### config.mk
export PLATFORM = sky130hd
export DESIGN_NAME = fetch_prefetch_queue
export DESIGN_NICKNAME = d
export VERILOG_FILES = /design/src/rtl/fetch_prefetch_queue_pkg.sv /design/src/rtl/fetch_prefetch_queue_fifo.sv /design/src/rtl/fetch_prefetch_queue.sv
export SDC_FILE = /design/constraint.sdc
export NUM_CORES = 1
export LEC_CHECK = 0
export CAP_MARGIN = 20
export CORE_UTILIZATION = 30
export CTS_CLUSTER_DIAMETER = 60
export CTS_CLUSTER_SIZE = 30
export DETAILED_ROUTE_END_ITERATION = 16
export GPL_ROUTABILITY_DRIVEN = 0
export HOLD_SLACK_MARGIN = 0.08
export PLACE_DENSITY = 0.48
export SYNTH_ARGS = -nofsm -noshare
export SYNTH_HDL_FRONTEND = slang
export SYNTH_SLANG_ARGS = --single-unit
### constraint.sdc
create_clock -name i_clk -period 5.25 [get_ports i_clk]
set_input_delay 1.575 -clock i_clk [delete_from_list [all_inputs] [get_ports i_clk]]
set_output_delay 1.575 -clock i_clk [all_outputs]
set_load 0.02 [all_outputs]
### src/rtl/fetch_prefetch_queue_pkg.sv
// ----------------------------------------------------------------------------
// fetch_prefetch_queue_pkg
//   Shared constants and the fetch-entry layout for the RV32I prefetch
//   queue.
//
//   Contents:
//     DEF_XLEN / DEF_DEPTH / DEF_TAG_W / DEF_RESET_PC : default parameters
//     PC_STEP       : byte distance between sequential instructions
//     entry_width() : packed width of one queue entry
//     fetch_entry_t : entry layout at the default widths
//
//   An entry is packed MSB-first as {instr, pc, tag}. The parametrised top
//   builds the same layout by concatenation. The next PC is not stored,
//   because it is always pc + PC_STEP.
// ----------------------------------------------------------------------------
package fetch_prefetch_queue_pkg;

    localparam int          DEF_XLEN     = 32;
    localparam int          DEF_DEPTH    = 4;
    localparam int          DEF_TAG_W    = 4;
    localparam logic [31:0] DEF_RESET_PC = 32'h0000_0000;
    localparam int          PC_STEP      = 4;

    // Width of one packed {instr, pc, tag} entry.
    function automatic int entry_width(input int xlen, input int tag_w);
        return 2 * xlen + tag_w;
    endfunction

    typedef struct packed {
        logic [DEF_XLEN-1:0]  instr;
        logic [DEF_XLEN-1:0]  pc;
        logic [DEF_TAG_W-1:0] tag;
    } fetch_entry_t;

endpackage

### src/rtl/fetch_prefetch_queue_fifo.sv
// ----------------------------------------------------------------------------
// fetch_fifo
//   Synchronous FIFO of DEPTH entries (a power of two) with flush. The
//   read and write pointers carry one extra MSB, so full and empty can be
//   told apart. The occupancy is the difference of the two pointers.
//
//   The head is kept in its own register (head_q), so the consumer sees a
//   registered output. That register is loaded one edge ahead:
//     - When the FIFO is empty, or holds one entry that is being popped,
//       the head register takes the incoming push data.
//     - On a pop from a deeper FIFO, it takes the entry behind the
//       current head.
//     - Otherwise it holds its value.
//   This gives one-cycle latency from push to head, with no bypass path.
//
//   Ports:
//     i_clk, i_rst : clock and synchronous active-high reset
//     i_push       : write i_data into the tail
//     i_data       : entry to write
//     i_pop        : remove the head (ignored when empty)
//     i_flush      : empty the FIFO; has priority over push and pop
//     o_head       : current head entry (registered)
//     o_count      : number of buffered entries, 0..DEPTH
// ----------------------------------------------------------------------------
module fetch_fifo #(
    parameter int DEPTH = 4,
    parameter int WIDTH = 8
) (
    input  logic                       i_clk,
    input  logic                       i_rst,
    input  logic                       i_push,
    input  logic [WIDTH-1:0]           i_data,
    input  logic                       i_pop,
    input  logic                       i_flush,
    output logic [WIDTH-1:0]           o_head,
    output logic [$clog2(DEPTH):0]     o_count
);

    localparam int AW = $clog2(DEPTH);
    localparam int CW = AW + 1;

    logic [WIDTH-1:0] mem_q [DEPTH];
    logic [AW:0]      wr_ptr_q, wr_ptr_d;
    logic [AW:0]      rd_ptr_q, rd_ptr_d;
    logic [WIDTH-1:0] head_q, head_d;
    logic [AW-1:0]    rd_next_idx;
    logic             do_push;
    logic             do_pop;

    assign o_count     = wr_ptr_q - rd_ptr_q;
    assign o_head      = head_q;
    assign rd_next_idx = rd_ptr_q[AW-1:0] + AW'(1);

    // A push into a full FIFO is accepted only when a pop frees a slot in
    // the same cycle. The credit logic upstream never asks for more than
    // that, so this guard only protects against misuse.
    assign do_pop  = i_pop && (o_count != '0) && !i_flush;
    assign do_push = i_push && !i_flush && ((o_count != CW'(DEPTH)) || do_pop);

    always_comb begin
        wr_ptr_d = wr_ptr_q;
        rd_ptr_d = rd_ptr_q;
        head_d   = head_q;
        if (i_flush) begin
            wr_ptr_d = '0;
            rd_ptr_d = '0;
        end else begin
            if (do_push) begin
                wr_ptr_d = wr_ptr_q + (AW+1)'(1);
            end
            if (do_pop) begin
                rd_ptr_d = rd_ptr_q + (AW+1)'(1);
            end
            // Decide what the head register shows after this edge.
            if ((o_count == '0) || (do_pop && (o_count == CW'(1)))) begin
                head_d = i_data;
            end else if (do_pop) begin
                head_d = mem_q[rd_next_idx];
            end
        end
    end

    always_ff @(posedge i_clk) begin
        if (i_rst) begin
            wr_ptr_q <= '0;
            rd_ptr_q <= '0;
            head_q   <= '0;
        end else begin
            wr_ptr_q <= wr_ptr_d;
            rd_ptr_q <= rd_ptr_d;
            head_q   <= head_d;
        end
    end

    // The storage array is never reset. Its contents are only observed
    // through head_q once a push has written them.
    always_ff @(posedge i_clk) begin
        if (do_push) begin
            mem_q[wr_ptr_q[AW-1:0]] <= i_data;
        end
    end

endmodule

### src/rtl/fetch_prefetch_queue.sv
// ----------------------------------------------------------------------------
// fetch_prefetch_queue
//   RV32I fetch stage. It issues sequential instruction-memory requests
//   ahead of consumption and buffers the returned instructions, each with
//   its PC and pipeline tag. The decoder drains the buffer through a
//   valid/ready handshake. A jump from retire does four things:
//     - flushes the buffer,
//     - marks all in-flight responses for discard,
//     - redirects both PCs,
//     - bumps the tag.
//
//   Ports:
//     i_clk, i_rst      : clock, synchronous active-high reset
//     i_jump            : redirect from retire
//     i_jump_addr       : redirect target
//     o_imem_req        : request valid
//     o_imem_addr       : request address
//     i_imem_gnt        : request accepted this cycle
//     i_imem_rvalid     : in-order response valid
//     i_imem_rdata      : response instruction
//     o_valid, i_ready  : decoder handshake on the queue head
//     o_instr, o_pc     : head instruction and its PC
//     o_next_pc         : head PC + 4
//     o_tag             : head pipeline tag
//     o_count           : number of buffered entries
//
//   Credit scheme: a request is issued only while buffered + outstanding
//   is below DEPTH. Every response therefore has a free slot when it
//   arrives.
// ----------------------------------------------------------------------------
module fetch_prefetch_queue
    import fetch_prefetch_queue_pkg::*;
#(
    parameter int              XLEN     = DEF_XLEN,
    parameter int              DEPTH    = DEF_DEPTH,
    parameter int              TAG_W    = DEF_TAG_W,
    parameter logic [XLEN-1:0] RESET_PC = XLEN'(DEF_RESET_PC)
) (
    input  logic                    i_clk,
    input  logic                    i_rst,
    input  logic                    i_jump,
    input  logic [XLEN-1:0]         i_jump_addr,
    output logic                    o_imem_req,
    output logic [XLEN-1:0]         o_imem_addr,
    input  logic                    i_imem_gnt,
    input  logic                    i_imem_rvalid,
    input  logic [XLEN-1:0]         i_imem_rdata,
    output logic                    o_valid,
    input  logic                    i_ready,
    output logic [XLEN-1:0]         o_instr,
    output logic [XLEN-1:0]         o_pc,
    output logic [XLEN-1:0]         o_next_pc,
    output logic [TAG_W-1:0]        o_tag,
    output logic [$clog2(DEPTH):0]  o_count
);

    localparam int              CW           = $clog2(DEPTH) + 1;
    localparam int              EW           = entry_width(XLEN, TAG_W);
    localparam logic [CW:0]     CREDIT_LIMIT = (CW+1)'(DEPTH);
    localparam logic [XLEN-1:0] STEP         = XLEN'(PC_STEP);

    logic [XLEN-1:0]  fetch_pc_q, fetch_pc_d;
    logic [XLEN-1:0]  resp_pc_q, resp_pc_d;
    logic [TAG_W-1:0] tag_q, tag_d;
    logic [CW-1:0]    outstanding_q, outstanding_d;
    logic [CW-1:0]    drop_q, drop_d;

    logic [CW-1:0]    count;
    logic [EW-1:0]    head;
    logic [EW-1:0]    push_data;
    logic [CW:0]      credit_sum;
    logic             grant;
    logic             rsp;
    logic             push;
    logic             pop;
    logic [XLEN-1:0]  head_pc;

    // ------------------------------------------------------------------
    // Issue: decoded from registered state only, so a grant this cycle
    // cannot feed back into the request of the same cycle.
    // ------------------------------------------------------------------
    assign credit_sum  = {1'b0, count} + {1'b0, outstanding_q};
    assign o_imem_req  = !i_rst && (credit_sum < CREDIT_LIMIT);
    assign o_imem_addr = fetch_pc_q;
    assign grant       = o_imem_req && i_imem_gnt;

    // A response with nothing outstanding cannot belong to us, for example
    // a stale beat after a reset, so it is ignored.
    assign rsp  = i_imem_rvalid && (outstanding_q != '0);

    // A jump overrides both ends of the queue in its own cycle.
    assign push = rsp && (drop_q == '0) && !i_jump;
    assign pop  = o_valid && i_ready && !i_jump;

    assign push_data = {i_imem_rdata, resp_pc_q, tag_q};

    always_comb begin
        outstanding_d = outstanding_q + CW'(grant) - CW'(rsp);
        fetch_pc_d    = grant ? (fetch_pc_q + STEP) : fetch_pc_q;
        resp_pc_d     = push ? (resp_pc_q + STEP) : resp_pc_q;
        tag_d         = tag_q;
        drop_d        = (rsp && (drop_q != '0)) ? (drop_q - CW'(1)) : drop_q;
        if (i_jump) begin
            fetch_pc_d = i_jump_addr;
            resp_pc_d  = i_jump_addr;
            tag_d      = tag_q + TAG_W'(1);
            // Every request still in flight after this edge belongs to
            // the old stream. That includes one granted now and excludes
            // a response returning now. The drop count therefore becomes
            // exactly the new outstanding count. Earlier pending drops are
            // already part of outstanding_q, so a second jump does not
            // count them twice, and drop can never exceed outstanding.
            drop_d     = outstanding_d;
        end
    end

    always_ff @(posedge i_clk) begin
        if (i_rst) begin
            fetch_pc_q    <= RESET_PC;
            resp_pc_q     <= RESET_PC;
            tag_q         <= '0;
            outstanding_q <= '0;
            drop_q        <= '0;
        end else begin
            fetch_pc_q    <= fetch_pc_d;
            resp_pc_q     <= resp_pc_d;
            tag_q         <= tag_d;
            outstanding_q <= outstanding_d;
            drop_q        <= drop_d;
        end
    end

    // ------------------------------------------------------------------
    // Entry buffer
    // ------------------------------------------------------------------
    fetch_fifo #(
        .DEPTH (DEPTH),
        .WIDTH (EW)
    ) u_fifo (
        .i_clk   (i_clk),
        .i_rst   (i_rst),
        .i_push  (push),
        .i_data  (push_data),
        .i_pop   (pop),
        .i_flush (i_jump),
        .o_head  (head),
        .o_count (count)
    );

    // Head fields read as zero while the queue is empty. This keeps the
    // decoder-facing bus clean after reset and after a flush.
    assign o_valid   = (count != '0);
    assign o_count   = count;
    assign head_pc   = head[TAG_W +: XLEN];
    assign o_instr   = o_valid ? head[EW-1 -: XLEN] : '0;
    assign o_pc      = o_valid ? head_pc : '0;
    assign o_next_pc = o_valid ? (head_pc + STEP) : '0;
    assign o_tag     = o_valid ? head[TAG_W-1:0] : '0;

endmodule

After elaboration in Yosys (flattened, before gate mapping)
Memory sizes are Yosys's and may differ from the RTL's.
Cells that the tools add are included.
{ "word_totals": {"reg_bits": 148, "ram_bits": 272, "inputBits": 70, "output_inout_bits": 137, "word_cells": 67, "memories": 1} }
{ "memory_table": {"columns": ["name", "depth", "word_bits", "read_ports", "rd_ports_with_merged_regs", "wr", "line", "rtl"], "rows": [
  ["u_fifo.mem_q", 4, 68, 1, 0, 1, "fetch_prefetch_queue_fifo.sv:42", "logic [WIDTH-1:0] mem_q [DEPTH];"]
]} }
{ "classes": {"addsub": 12, "magnitude_cmp": 1, "eq_ne": 2, "n_mux": 14, "bitwise_logic": 1, "n_reduce_logical": 28} }
{ "op_table": {"columns": ["cell", "count"], "rows": [
  ["two-way mux 32 bit", 7],
  ["two-way mux 68 bit", 2],
  ["adder 32 x 3 -> 32 bit (second input constant)", 3],
  ["logical AND 1 bit", 13],
  ["nonzero test 3 bit", 3],
  ["nonzero test 2 bit", 4],
  ["adder 3 x 1 -> 3 bit (second input constant)", 2],
  ["logical NOT 3 bit", 2],
  ["two-way mux 3 bit", 2],
  ["adder 3 x 3 -> 4 bit", 1],
  ["adder 4 x 1 -> 4 bit (second input constant)", 1],
  ["less-than comparator 4 x 3 -> 1 bit (second input constant)", 1],
  ["two-way mux 4 bit", 1],
  ["adder 3 x 1 -> 3 bit", 1],
  ["equality test 3 x 1 -> 1 bit (second input constant)", 1],
  ["!= test 3 bit (second input constant)", 1],
  ["subtractor 3 x 1 -> 3 bit", 1],
  ["subtractor 3 x 1 -> 3 bit (second input constant)", 1],
  ["subtractor 3 bit", 1],
  ["adder 2 x 1 -> 2 bit (second input constant)", 1],
  ["logical NOT 1 bit", 2],
  ["logical OR 1 bit", 2],
  ["two-way mux 1 bit", 2],
  ["AND reduction 2 bit", 1],
  ["2 further kinds", 2]
]} }

Longest topological paths before layout
Gate-level depths: netlist (run 1).
{ "depth": {"ltp_word": 10, "ltp_mapped": 16, "mapped_depth_nobuf": 16} }

Cells and area by module
A second synthesis (run 1) with hierarchy kept.
{ "hier_totals": {"hier_cells": 1368, "hier_area_um2": 18410.2} }
{ "modules_own_cells": {"columns": ["module", "n_inst", "cells_each", "area_per_inst_um2", "seq_area_each_um2"], "rows": [
  ["fetch_fifo", 1, 706, 13297.8, 9649.3],
  ["fetch_prefetch_queue", 1, 662, 5112.4, 1481.4]
]} }

Worst setup path before layout (run 1)
No wires, ideal clock.
{ "synth_timing": {"path_type": "input to register", "from": "input i_imem_rvalid", "to": "memory u_fifo.mem_q[3][0] (netlist name), enable pin", "setup_time_ns": 0.434, "t_arrival_ns": 3.921, "slack_ns": 0.895, "cell_stages": 3, "cell_sequence": "nand3b_1 -> a2111oi_4 -> and2_1"} }
{ "synth_via": {"elab_chain_cells": 7} }
{ "synth_rtl": {"columns": ["element", "line", "rtl"], "rows": [
  ["from (decl)", "fetch_prefetch_queue.sv:46", "input logic i_imem_rvalid,"],
  ["logical AND 1 bit", "fetch_prefetch_queue.sv:89", "assign rsp = i_imem_rvalid && (outstanding_q != '0);"],
  ["logical AND 1 bit (2 in a row)", "fetch_prefetch_queue.sv:92", "assign push = rsp && (drop_q == '0) && !i_jump;"],
  ["logical AND 1 bit (2 in a row)", "fetch_prefetch_queue_fifo.sv:58", "assign do_push = i_push && !i_flush && ((o_count != CW'(DEPTH)) || do_pop);"],
  ["two-way mux 1 bit", "fetch_prefetch_queue_fifo.sv:98", "if (do_push) begin"],
  ["two-way mux 1 bit (not written as such)", "fetch_prefetch_queue_fifo.sv:99", "mem_q[wr_ptr_q[AW-1:0]] <= i_data;"],
  ["to (decl)", "fetch_prefetch_queue_fifo.sv:42", null]
]} }
Every way passes these cells.

Worst setup path in the final report (run 1)
{ "layout_timing": {"from": "register u_fifo.head_q[6], in the netlist u_fifo.o_head[6]", "to": "output o_next_pc[18]"} }
{ "layout_via": {"elab_chain_cells": 2} }
{ "layout_rtl": {"columns": ["element", "line", "rtl"], "rows": [
  ["from (decl)", "fetch_prefetch_queue_fifo.sv:45", "logic [WIDTH-1:0] head_q, head_d;"],
  ["from (signal assigned)", "fetch_prefetch_queue_fifo.sv:87", "head_q <= '0;"],
  ["from (signal assigned)", "fetch_prefetch_queue_fifo.sv:91", "head_q <= head_d;"],
  ["adder 32 x 3 -> 32 bit", "fetch_prefetch_queue.sv:157", "assign o_next_pc = o_valid ? (head_pc + STEP) : '0;"],
  ["two-way mux 32 bit", "fetch_prefetch_queue.sv:157", null],
  ["to (decl)", "fetch_prefetch_queue.sv:52", "output logic [XLEN-1:0] o_next_pc,"]
]} }
Every way passes these cells.

==> results.py, run 1 <==
metrics = {
    "critical_path": {
        "path_max_fanout": 6,
        "worstPathRequired_ns": 3.68,
        "crit_arrival_ns": 3.50,
        "r2r_cells": 18,
        "r2r-start": "u_fifo.wr_ptr_q[0]$_SDFFE_PP0P_",
        "crit_slowest_cell": "or4_1",
        "setup.worst_path.start": "u_fifo.o_head[6]$_SDFFE_PP0P_",
        "path_cells": "ha_1 -> nand3_1 -> or4_1 -> or3_1 -> a21oi_1 -> clkdlybuf4s50_1",
        "cp-start-kind": "flop",
        "worstReg2RegEnd": "drop_q[2]$_SDFFE_PP0P_",
        "rrSetupSlack_ns": 1.17,
        "crit_end": "o_next_pc[18]",
        "critPathMaxStageDelay_ns": 0.73,
        "critPathKind": "flop to output pin",
        "cp-end-kind": "output pin",
    },
    "grt": {
        "gr-total-overflow": 0,
        "grt_start_max_net_pins": 69,
        "grt_util_met3": 0.0250,
        "antenna_found_initial": 2,
        "gr-usage-all-layers": 0.164,
        "grt_util_met1": 0.237,
        "gr-max-usage-layer": "met2",
        "grt_pass1_vias": 12600,
        "use_met2": 0.253,
        "grt_pass1_wl_mm": 79.3,
    },
    "floorplanning": {
        "die_h_um": 252,
        "num_rows": 91,
        "dieWidth_um": 252,
        "die_area_sq_um": 63700,
        "initial_core_util": 0.304,
        "ios": 207,
        "core-area_sq_um": 61800,
    },
    "timing": {
        "skew_ns": 0.0360,
        "setup_slack_ns": 0.179,
        "rsz0062_at_grt": "false",
        "tightest_slew_ns": 1.05,
        "layout_min_cycle_time_ns": 5.07,
        "slew-limit-headroom": 0.299,
        "drv_slew": 0,
        "hold_viol": 0,
        "setup_tns_ns": 0,
        "setup_viol": 0,
        "finalCritPeriodShare": 0.966,
        "fmax_mhz": 197,
    },
    "synth": {
        "async_flop_share": 0,
        "synth_area_leader_cell": "edfxtp_1",
        "ys.flop_type": "edfxtp_1",
        "syn_inst": 1429,
        "syn_area_sq_um": 18800,
        "synth_top_area_share": 0.434,
        "synth_edf_count": 272,
        "synth_cell_types": 69,
        "syn_avg_cell_area_sq_um": 13.2,
        "synthesis.nets": 1517,
        "synth-seq-area-share": 0.592,
        "ys_warn_count": 0,
        "synthTopCellsByArea": "edfxtp_1 (43%), dfxtp_1 (16%), mux4_2 (8.1%)",
        "synth_seq_cells": 420,
    },
    "clocking": {
        "numCtsBuffers": 40,
        "numClockSinks": 420,
        "clockBufferDepth": 3,
        "cts-htree-levels": 2,
        "postCtsSetupRepairBufs": 0,
        "cts.clk_slew.worst_paths_ns": 0.06,
        "clock_latency_ns": 0.58,
        "cts_tree": "yes",
        "cts_root_buffer": "clkbuf_16",
    },
    "route": {
        "postRouteAntennaNets": 0,
        "vias": 12700,
        "drt_first_iter_violations": 731,
        "drc": 0,
        "routed_wl_mm": 52.6,
        "wl_per_cell_um": 21.2,
        "viasPerCell": 5.14,
        "first_pass_iters": 5,
    },
    "worst_hold_path": {
        "hp-class": "flop to flop",
    },
    "run_status": {
        "outcome": "completed",
    },
    "final_layout": {
        "syn_to_final_growth_pct": 23.8,
        "post-route-util": 0.377,
        "nFillCells": 5872,
        "drive_gt1_frac": 0.130,
        "layout.nets": 1695,
        "diodes": 0,
        "final_design_area_no_fill_sq_um": 23300,
    },
    "pwr": {
        "leakagePower_nw": 7.40,
        "peakVddDrop_uv": 175,
        "pwr_density_cell_nw_per_um2": 340,
        "total_power_mw": 7.92,
    },
    "placement": {
        "placed_area_sq_um": 21900,
        "numPortBuffers": 206,
        "dpl.hpwl_mm": 33.8,
        "preCtsSetupSlack_ns": 0.587,
    },
    "job": {
        "max_cap_viol_count": 0,
    },
}
-- worst max-delay path, delay by kind of cell, from the launching register on --
kind | cells | cell delay, ns
AO/OA/AOI/OAI | 1 | 0.23
adder cells (fa/ha/maj) | 1 | 0.26
buffers and inverters | 1 | 0.64
flip-flops | 1 | 0.48
AND/OR/NAND/NOR | 3 | 1.33
-- Yosys cell counts (21+ instances only) --
master      n
nand2_1    45
dfxtp_1   148
and4_1     21
nand3_1    31
nor3_1     40
o21ai_0    21
o31ai_1    76
nand4_1    32
and2_1     76
mux2i_1    72
nor2_1     53
xnor2_1    21
a21oi_1    85
clkbuf_1   78
inv_1      25
mux4_2     68
edfxtp_1  272
-- layer usage --
layer / share of wire / vias to the layer above
li1: - / 5919
met2: 0.44 / 314
met4: 0.021 / 4
met1: 0.49 / 6408
met5: 0.00042 / -
met3: 0.046 / 71
-- cells by family after synthesis --
family,count (synthesis),synth area share
xor gates and xnor gates,35,0.0171
muxes,152,0.127
and+or+nand+nor,393,0.122
adders and majority gates,18,0.0128
buffers and inverters,129,0.0283
DFF,420,0.592
AOI/OAI and AO/OA,282,0.102
-- metrics by stage --
| stage | hold WS, ns | std cells |
|---|---|---|
| 3_5_place_dp | 0.460 | 2402 |
| 2_1_floorplan | 0.463 | 1429 |
| 3_3_place_gp | 0.457 | 2402 |
| 5_1_grt | 0.496 | 2474 |
| 6_report | 0.464 | 2474 |
| 4_1_cts | 0.469 | 2474 |
-- state kept, by name (all words and copies together), names as in the netlist --
name / flops
u_fifo.o_head: 68
u_fifo.mem_q: 272
u_fifo.rd_ptr_q: 3
resp_pc_q: 32
u_fifo.wr_ptr_q: 3
outstanding_q: 3
drop_q: 3
o_imem_addr: 32
tag_q: 4
-- area by class of cell --
type	instances	area, sq um	area share
Inverter	26	101	0.00435
Clock inverter	26	362	0.0155
Tap cell	837	1050	0.0450
Multi-Input combinational cell	880	7190	0.309
Clock buffer	46	1060	0.0457
Timing Repair Buffer	239	2390	0.102
Sequential cell	420	11100	0.478
-- layout by cell type (no fill, tap or decap), types with 5 or more instances in the layout --
cell type	instances
dfxtp_1	147
clkdlybuf4s50_1	205
a31oi_1	7
mux2i_1	72
nand2_1	45
xnor2_1	21
a311oi_1	9
a21boi_0	11
nor3_1	40
and3_1	19
nor2_1	53
mux2_2	12
nand4_1	32
edfxtp_1	272
xor2_1	13
nor2b_1	10
inv_12	6
o21a_1	20
ha_1	15
nand3_1	31
o21ai_0	21
clkbuf_16	41
a211o_1	5
a21oi_1	85
buf_12	6
and4_1	21
a211oi_1	18
and2_1	72
o31ai_1	76
nor3b_1	6
or3_1	12
inv_1	23
nor4_1	16
buf_4	25
mux4_2	68
o31a_1	9
-- report_power, final --
group | internal [mW] | switching (mW) | total (mW)
Clock | 1.63 | 1.50 | 3.14
Combinational | 0.374 | 0.525 | 0.899
Sequential | 3.71 | 0.181 | 3.89
-- worst min-delay path by stage --
stage | from | end | slack, ns | depth (start not counted)
3_5_place_dp | o_imem_addr[1]$_SDFFE_PP0P_ | o_imem_addr[1]$_SDFFE_PP0P_ | 0.46 | 2
6_report | o_imem_addr[1]$_SDFFE_PP0P_ | o_imem_addr[1]$_SDFFE_PP0P_ | 0.46 | 2
4_1_cts | o_imem_addr[1]$_SDFFE_PP0P_ | o_imem_addr[1]$_SDFFE_PP0P_ | 0.47 | 2
5_1_grt | o_imem_addr[1]$_SDFFE_PP0P_ | o_imem_addr[1]$_SDFFE_PP0P_ | 0.50 | 2
3_3_place_gp | o_imem_addr[0]$_SDFFE_PP0P_ | o_imem_addr[0]$_SDFFE_PP0P_ | 0.46 | 2
2_1_floorplan | u_fifo.wr_ptr_q[2]$_SDFFE_PP0P_ | u_fifo.wr_ptr_q[2]$_SDFFE_PP0P_ | 0.46 | 2
-- repair_timing --
action | 4_1_cts | 5_1_grt
setup endpoints to repair | 0 | 52
resized for setup | 0 | 4
hold buffers | 0 | 0
Note: power is estimated with default switching activity, not from simulation.
==> run 2: changes to the inputs <==
- CORE_ASPECT_RATIO: not set -> 0.75
- CORE_UTILIZATION: 30 -> 35
- PLACE_DENSITY: 0.48 -> 0.54
==> results.py, run 2 (synthesis results as in run 1) <==
metrics = {
    "run_status": {
        "outcome": "completed",
    },
    "critical_path": {
        "crit_arrival_ns": 3.50,
        "r2r_cells": 17,
        "worstReg2RegEnd": "drop_q[2]$_SDFFE_PP0P_",
        "cp-end-kind": "output pin",
        "r2r-start": "u_fifo.wr_ptr_q[0]$_SDFFE_PP0P_",
        "critPathKind": "flop to output pin",
        "worstPathRequired_ns": 3.68,
        "setup.worst_path.start": "u_fifo.o_head[6]$_SDFFE_PP0P_",
        "cp-start-kind": "flop",
        "path_max_fanout": 6,
        "rrSetupSlack_ns": 1.17,
    },
    "route": {
        "routed_wl_mm": 51.4,
        "first_pass_iters": 5,
        "postRouteAntennaNets": 0,
        "drt_first_iter_violations": 1067,
        "vias": 12900,
        "wl_per_cell_um": 22.0,
        "viasPerCell": 5.51,
        "drc": 0,
    },
    "clocking": {
        "cts.clk_slew.worst_paths_ns": 0.08,
        "cts-htree-levels": 1,
        "holdBufCountCts": 0,
        "clock_latency_ns": 0.61,
        "cts_tree": "yes",
        "numCtsBuffers": 31,
        "cts_resized": 0,
        "postCtsSetupRepairBufs": 0,
        "numClockSinks": 420,
        "clockBufferDepth": 3,
        "cts_root_buffer": "clkbuf_16",
    },
    "grt": {
        "gr-total-overflow": 0,
        "antenna_found_initial": 1,
        "grt_pass1_wl_mm": 78.7,
        "grt_start_max_net_pins": 69,
        "gr-usage-all-layers": 0.186,
        "grt_pass1_vias": 12400,
    },
    "floorplanning": {
        "dieWidth_um": 270,
        "initial_core_util": 0.355,
        "num_rows": 73,
        "ios": 207,
        "die_area_sq_um": 54700,
        "core-area_sq_um": 53100,
        "die_h_um": 203,
    },
    "pwr": {
        "peakVddDrop_uv": 209,
        "leakagePower_nw": 7.27,
        "pwr_density_cell_nw_per_um2": 325,
    },
    "timing": {
        "finalCritPeriodShare": 0.966,
        "slew-limit-headroom": 0.334,
        "drv_slew": 0,
        "rsz0062_at_grt": "false",
        "setup_tns_ns": 0,
        "fmax_mhz": 197,
        "skew_ns": 0.0242,
        "setup_viol": 0,
        "layout_min_cycle_time_ns": 5.07,
        "setup_slack_ns": 0.179,
        "tightest_slew_ns": 0.991,
        "hold_viol": 0,
    },
    "final_layout": {
        "syn_to_final_growth_pct": 21.4,
        "post-route-util": 0.431,
        "largest_reg_flops": 272,
        "final_cell_mix": "edfxtp_1 (272), clkdlybuf4s50_1 (204), dfxtp_1 (147)",
        "drive_gt1_frac": 0.122,
        "layout.nets": 1683,
        "final_common_cell": "edfxtp_1",
        "nFillCells": 4870,
    },
    "worst_hold_path": {
        "whs_endpoint": "o_imem_addr[1]$_SDFFE_PP0P_",
        "hp-class": "flop to flop",
        "whs_path_depth": 2,
        "min_from": "o_imem_addr[1]$_SDFFE_PP0P_",
    },
    "job": {
        "max_cap_viol_count": 0,
    },
    "placement": {
        "preCtsSetupSlack_ns": 0.583,
        "dpl.hpwl_mm": 32.9,
        "numPortBuffers": 206,
    },
}
run 2: cell types whose count changed in the layout (fill, tap and decap cells not counted), sizes merged:
cell,previous run,this run
clkbuf,46,33
bufinv,1,2
diode,0,1
inv,39,38
dlymetal6s2s,0,1
clkinvlp,2,1
clkdlybuf4s50,205,204
buf,34,31
run 2: how the worst max path moves through the flow:
| stage | endpoint | slack (ns) | cells after the start |
|---|---|---|---|
| 2_1_floorplan | u_fifo.mem_q[3][0]$_DFFE_PP_ | 0.90 | 3 |
| 3_3_place_gp | o_imem_req | 0.60 | 4 |
| 3_5_place_dp | o_imem_req | 0.58 | 4 |
| 4_1_cts | o_next_pc[18] | 0.04 | 6 |
| 5_1_grt | o_next_pc[20] | 0.05 | 11 |
| 6_report | o_next_pc[18] | 0.18 | 6 |
run 2: cell type report:
class                      instances  area [sq um]  share of cell area
sequential                       420         11100               0.487
multi-input combinational        880          7200               0.315
timing repair buffer             236          2380               0.104
tap                              712           891              0.0390
clock buffer                      33           783              0.0343
clock inverter                    25           357              0.0156
inverter                          26           101             0.00444
antenna                            1          2.50            0.000110
run 2: power breakdown:
| group | switching (mW) | total [mW] | internal [mW] |
|---|---|---|---|
| Combinational | 0.527 | 0.896 | 0.369 |
| Sequential | 0.187 | 3.89 | 3.70 |
| Clock | 1.36 | 2.65 | 1.28 |
run 2: stage by stage:
stage               instance area (sq um)  hold slack [ns]  instances  total power [mW]
global route                        22800            0.502       2332              7.72
CTS                                 22800            0.476       2332              7.51
global placement                    21700            0.461       2274              4.84
floorplan                           18800            0.463       1429              4.44
finish                              22800            0.471       2333              7.43
detailed placement                  21700            0.459       2274              4.86
run 2: worst max-delay path, cell delays in order, from the launching register on:
cell,delay (ns)
dfxtp_1,0.49
ha_1,0.26
nand3_1,0.23
or4_4,0.63
or3_1,0.32
a21oi_1,0.30
clkdlybuf4s50_1,0.67
run 2: routing by layer:
layer	wire (um)	global-route usage	up-vias	part of all wire
li1	-	-	5899	-
met1	24500	0.279	6492	0.48
met2	22800	0.282	404	0.44
met3	3240	0.0341	58	0.063
met4	812	0.0313	0	0.016
met5	0	0	-	0
==> run 3: changes to the inputs <==
- ABC_AREA: not set -> 1
- PLACE_DENSITY: 0.54 -> 0.53
- SLEW_MARGIN: not set -> 15
==> results.py, run 3 <==
metrics = {
    "grt": {
        "gr-total-overflow": 0,
        "grt_pass1_wl_mm": 102,
        "antenna_found_initial": 2,
        "grt_pass1_vias": 16700,
        "grt_start_max_net_pins": 97,
        "gr-usage-all-layers": 0.215,
    },
    "final_layout": {
        "layout.nets": 2773,
        "diodes": 0,
        "finalNonFillerCells": 3500,
        "drive_gt1_frac": 0.0723,
        "final_cell_mix": "nand2_1 (555), nor2_1 (350), inv_1 (299)",
        "largest_reg_flops": 272,
        "final_common_cell": "nand2_1",
        "syn_to_final_growth_pct": 19.8,
        "final_design_area_no_fill_sq_um": 25200,
    },
    "critical_path": {
        "cp_num_buf_inv": 5,
        "worstPathRequired_ns": 3.68,
        "crit_family": "buffers and inverters",
        "crit_slowest_cell": "clkdlybuf4s50_1",
        "path_max_fanout": 13,
        "critPathKind": "flop to output pin",
        "crit_arrival_ns": 3.49,
        "path_cells": "inv_1 -> ha_1 -> inv_1 -> fa_1 -> inv_1 -> nand2_1 -> nand2_1 -> nand2_1 -> nand3_4 -> buf_4 -> nand2_1 -> o21ai_1 -> o21a_1 -> clkdlybuf4s50_1",
        "cp-end-kind": "output pin",
        "cp-start-kind": "flop",
        "critPathMostFrequentCell": "nand2_1",
        "critPathMaxStageDelay_ns": 0.60,
    },
    "clocking": {
        "cts-htree-levels": 2,
        "clockBufferDepth": 3,
        "clock_latency_ns": 0.56,
        "holdBufCountCts": 0,
        "cts_root_buffer": "clkbuf_16",
        "numCtsBuffers": 34,
        "cts.clk_slew.worst_paths_ns": 0.09,
        "numClockSinks": 420,
        "cts_tree": "yes",
    },
    "synth": {
        "ys.flop_type": "edfxtp_1",
        "synth_top_area_share": 0.389,
        "syn_inst": 2530,
        "synth_area_leader_cell": "edfxtp_1",
        "synth_common_cells": "nand2_1 (555), nor2_1 (357), inv_1 (300)",
        "synthTopCellsByArea": "edfxtp_1 (39%), dfxtp_1 (14%), nand2_1 (9.9%)",
        "synth_edf_count": 272,
        "synthesis.nets": 2618,
        "yosysMostFrequentCell": "nand2_1",
        "async_flop_share": 0,
        "syn_area_sq_um": 21000,
        "synth_seq_cells": 420,
        "synth_cell_types": 43,
        "ys_warn_count": 0,
        "syn_avg_cell_area_sq_um": 8.30,
        "synth-seq-area-share": 0.530,
    },
    "placement": {
        "dpl.hpwl_mm": 44.9,
        "numPortBuffers": 206,
        "placed_area_sq_um": 23900,
        "preCtsSetupSlack_ns": 0.670,
        "dpl.cell_count": 3436,
    },
    "floorplanning": {
        "initial_core_util": 0.355,
        "ios": 207,
        "core-area_sq_um": 59200,
        "die_area_sq_um": 61000,
        "die_h_um": 214,
        "dieWidth_um": 285,
        "num_rows": 77,
    },
    "route": {
        "postRouteAntennaNets": 0,
        "drc": 0,
        "drt_first_iter_violations": 1413,
        "routed_wl_mm": 67.3,
        "viasPerCell": 5.11,
        "vias": 17900,
        "first_pass_iters": 5,
        "wl_per_cell_um": 19.2,
    },
    "timing": {
        "fmax_mhz": 197,
        "layout_min_cycle_time_ns": 5.07,
        "rsz0062_at_grt": "true",
        "skew_ns": 0.0334,
        "setup_slack_ns": 0.183,
        "setup_viol": 0,
        "whs_ns": 0.482,
        "finalCritPeriodShare": 0.965,
        "tightest_slew_ns": 1.05,
        "hold_viol": 0,
        "drv_slew": 0,
        "slew-limit-headroom": 0.303,
    },
    "pwr": {
        "p_int_mw": 5.66,
        "leakagePower_nw": 9.70,
        "clockPowerShare": 0.351,
        "combPwrFrac": 0.168,
        "pwr-share-seq": 0.481,
        "p_switching_mw": 2.52,
        "swShare": 0.308,
        "total_power_mw": 8.19,
        "peakVddDrop_uv": 163,
        "pwr_density_cell_nw_per_um2": 325,
    },
    "worst_hold_path": {
        "hp-class": "flop to flop",
    },
    "run_status": {
        "outcome": "completed",
    },
    "job": {
        "max_cap_viol_count": 0,
    },
}
-- run 3: cell types whose count changed after synthesis, moves of 76 or more --
cell     before  now
o21ai_0      21  183
nand2_1      45  555
o31ai_1      76    0
nand3_1      31  167
inv_1        25  300
nor2_1       53  357
-- run 3: cells by family after synthesis --
logic type	Yosys count	synth area share
AOI/OAI and AO/OA	436	0.122
xor gates and xnor gates	30	0.0125
adders and majority gates	18	0.0114
buffers and inverters	459	0.0903
DFF	420	0.530
and+or+nand+nor	1167	0.234
-- run 3: final cells by class --
type | instances | area [sq um]
tap | 790 | 988
inverter | 322 | 1210
sequential | 420 | 11100
multi-input combinational | 1652 | 8030
clock buffer | 36 | 880
clock inverter | 25 | 364
fill | 5849 | 34000
timing repair buffer | 255 | 2550
-- run 3: worst paths after layout --
kind | startpoint | endpoint | slack, ns | depth (start not counted)
worst max register to register | u_fifo.wr_ptr_q[0]$_SDFFE_PP0P_ | drop_q[2]$_SDFFE_PP0P_ | 1.11 | 24
worst min register to register | u_fifo.o_head[63]$_SDFFE_PP0P_ | u_fifo.o_head[63]$_SDFFE_PP0P_ | 0.48 | 2
worst max-delay path | u_fifo.wr_ptr_q[0]$_SDFFE_PP0P_ | o_next_pc[18] | 0.18 | 14
worst min-delay path | u_fifo.o_head[63]$_SDFFE_PP0P_ | u_fifo.o_head[63]$_SDFFE_PP0P_ | 0.48 | 2
-- run 3: worst register-to-register path: stages (launching register included) --
cell	delay, ns
dfxtp_1	0.34
inv_1	0.14
ha_1	0.17
inv_1	0.04
fa_1	0.39
nand2_1	0.13
nand2_1	0.07
nand2_1	0.23
nand2_1	0.17
ha_1	0.30
nor2_1	0.12
nand3_2	0.13
inv_1	0.10
nand2_2	0.15
ha_1	0.32
inv_1	0.06
ha_1	0.13
inv_1	0.05
fa_1	0.37
xor2_1	0.18
xor2_1	0.22
nand2_1	0.08
nand3_1	0.09
nand2_1	0.05
inv_1	0.07
-- run 3: power groups by stage --
stage                     clock (mW)  sequential [mW]  combinational [mW]
after floorplan                    0             3.94               0.850
after global placement             0             4.01                1.35
after detailed placement           0             4.01                1.36
after CTS                       2.94             3.93                1.37
after global routing            3.05             3.96                1.52
final                           2.88             3.94                1.37
-- run 3: what timing repair did --
| action | in CTS | in global routing |
|---|---|---|
| gates resized for setup | 0 | 6 |
| buffers inserted | 0 | 2 |
| endpoints found under the setup margin | 0 | 18 |
-- run 3: per-stage QoR --
step | TNS [ns] | util
2_1_floorplan | -27.27 | -
3_3_place_gp | 0 | 0.404
3_5_place_dp | 0 | 0.404
4_1_cts | 0 | 0.425
5_1_grt | -0.00924 | 0.425
6_report | 0 | 0.425
-- run 3: per-layer routing --
metal | wire, um | GRT usage | up-vias
li1 | - | - | 8673
met1 | 31400 | 0.309 | 8599
met2 | 30900 | 0.343 | 528
met3 | 3860 | 0.0289 | 82
met4 | 1180 | 0.0477 | 4
met5 | 24 | 0 | -
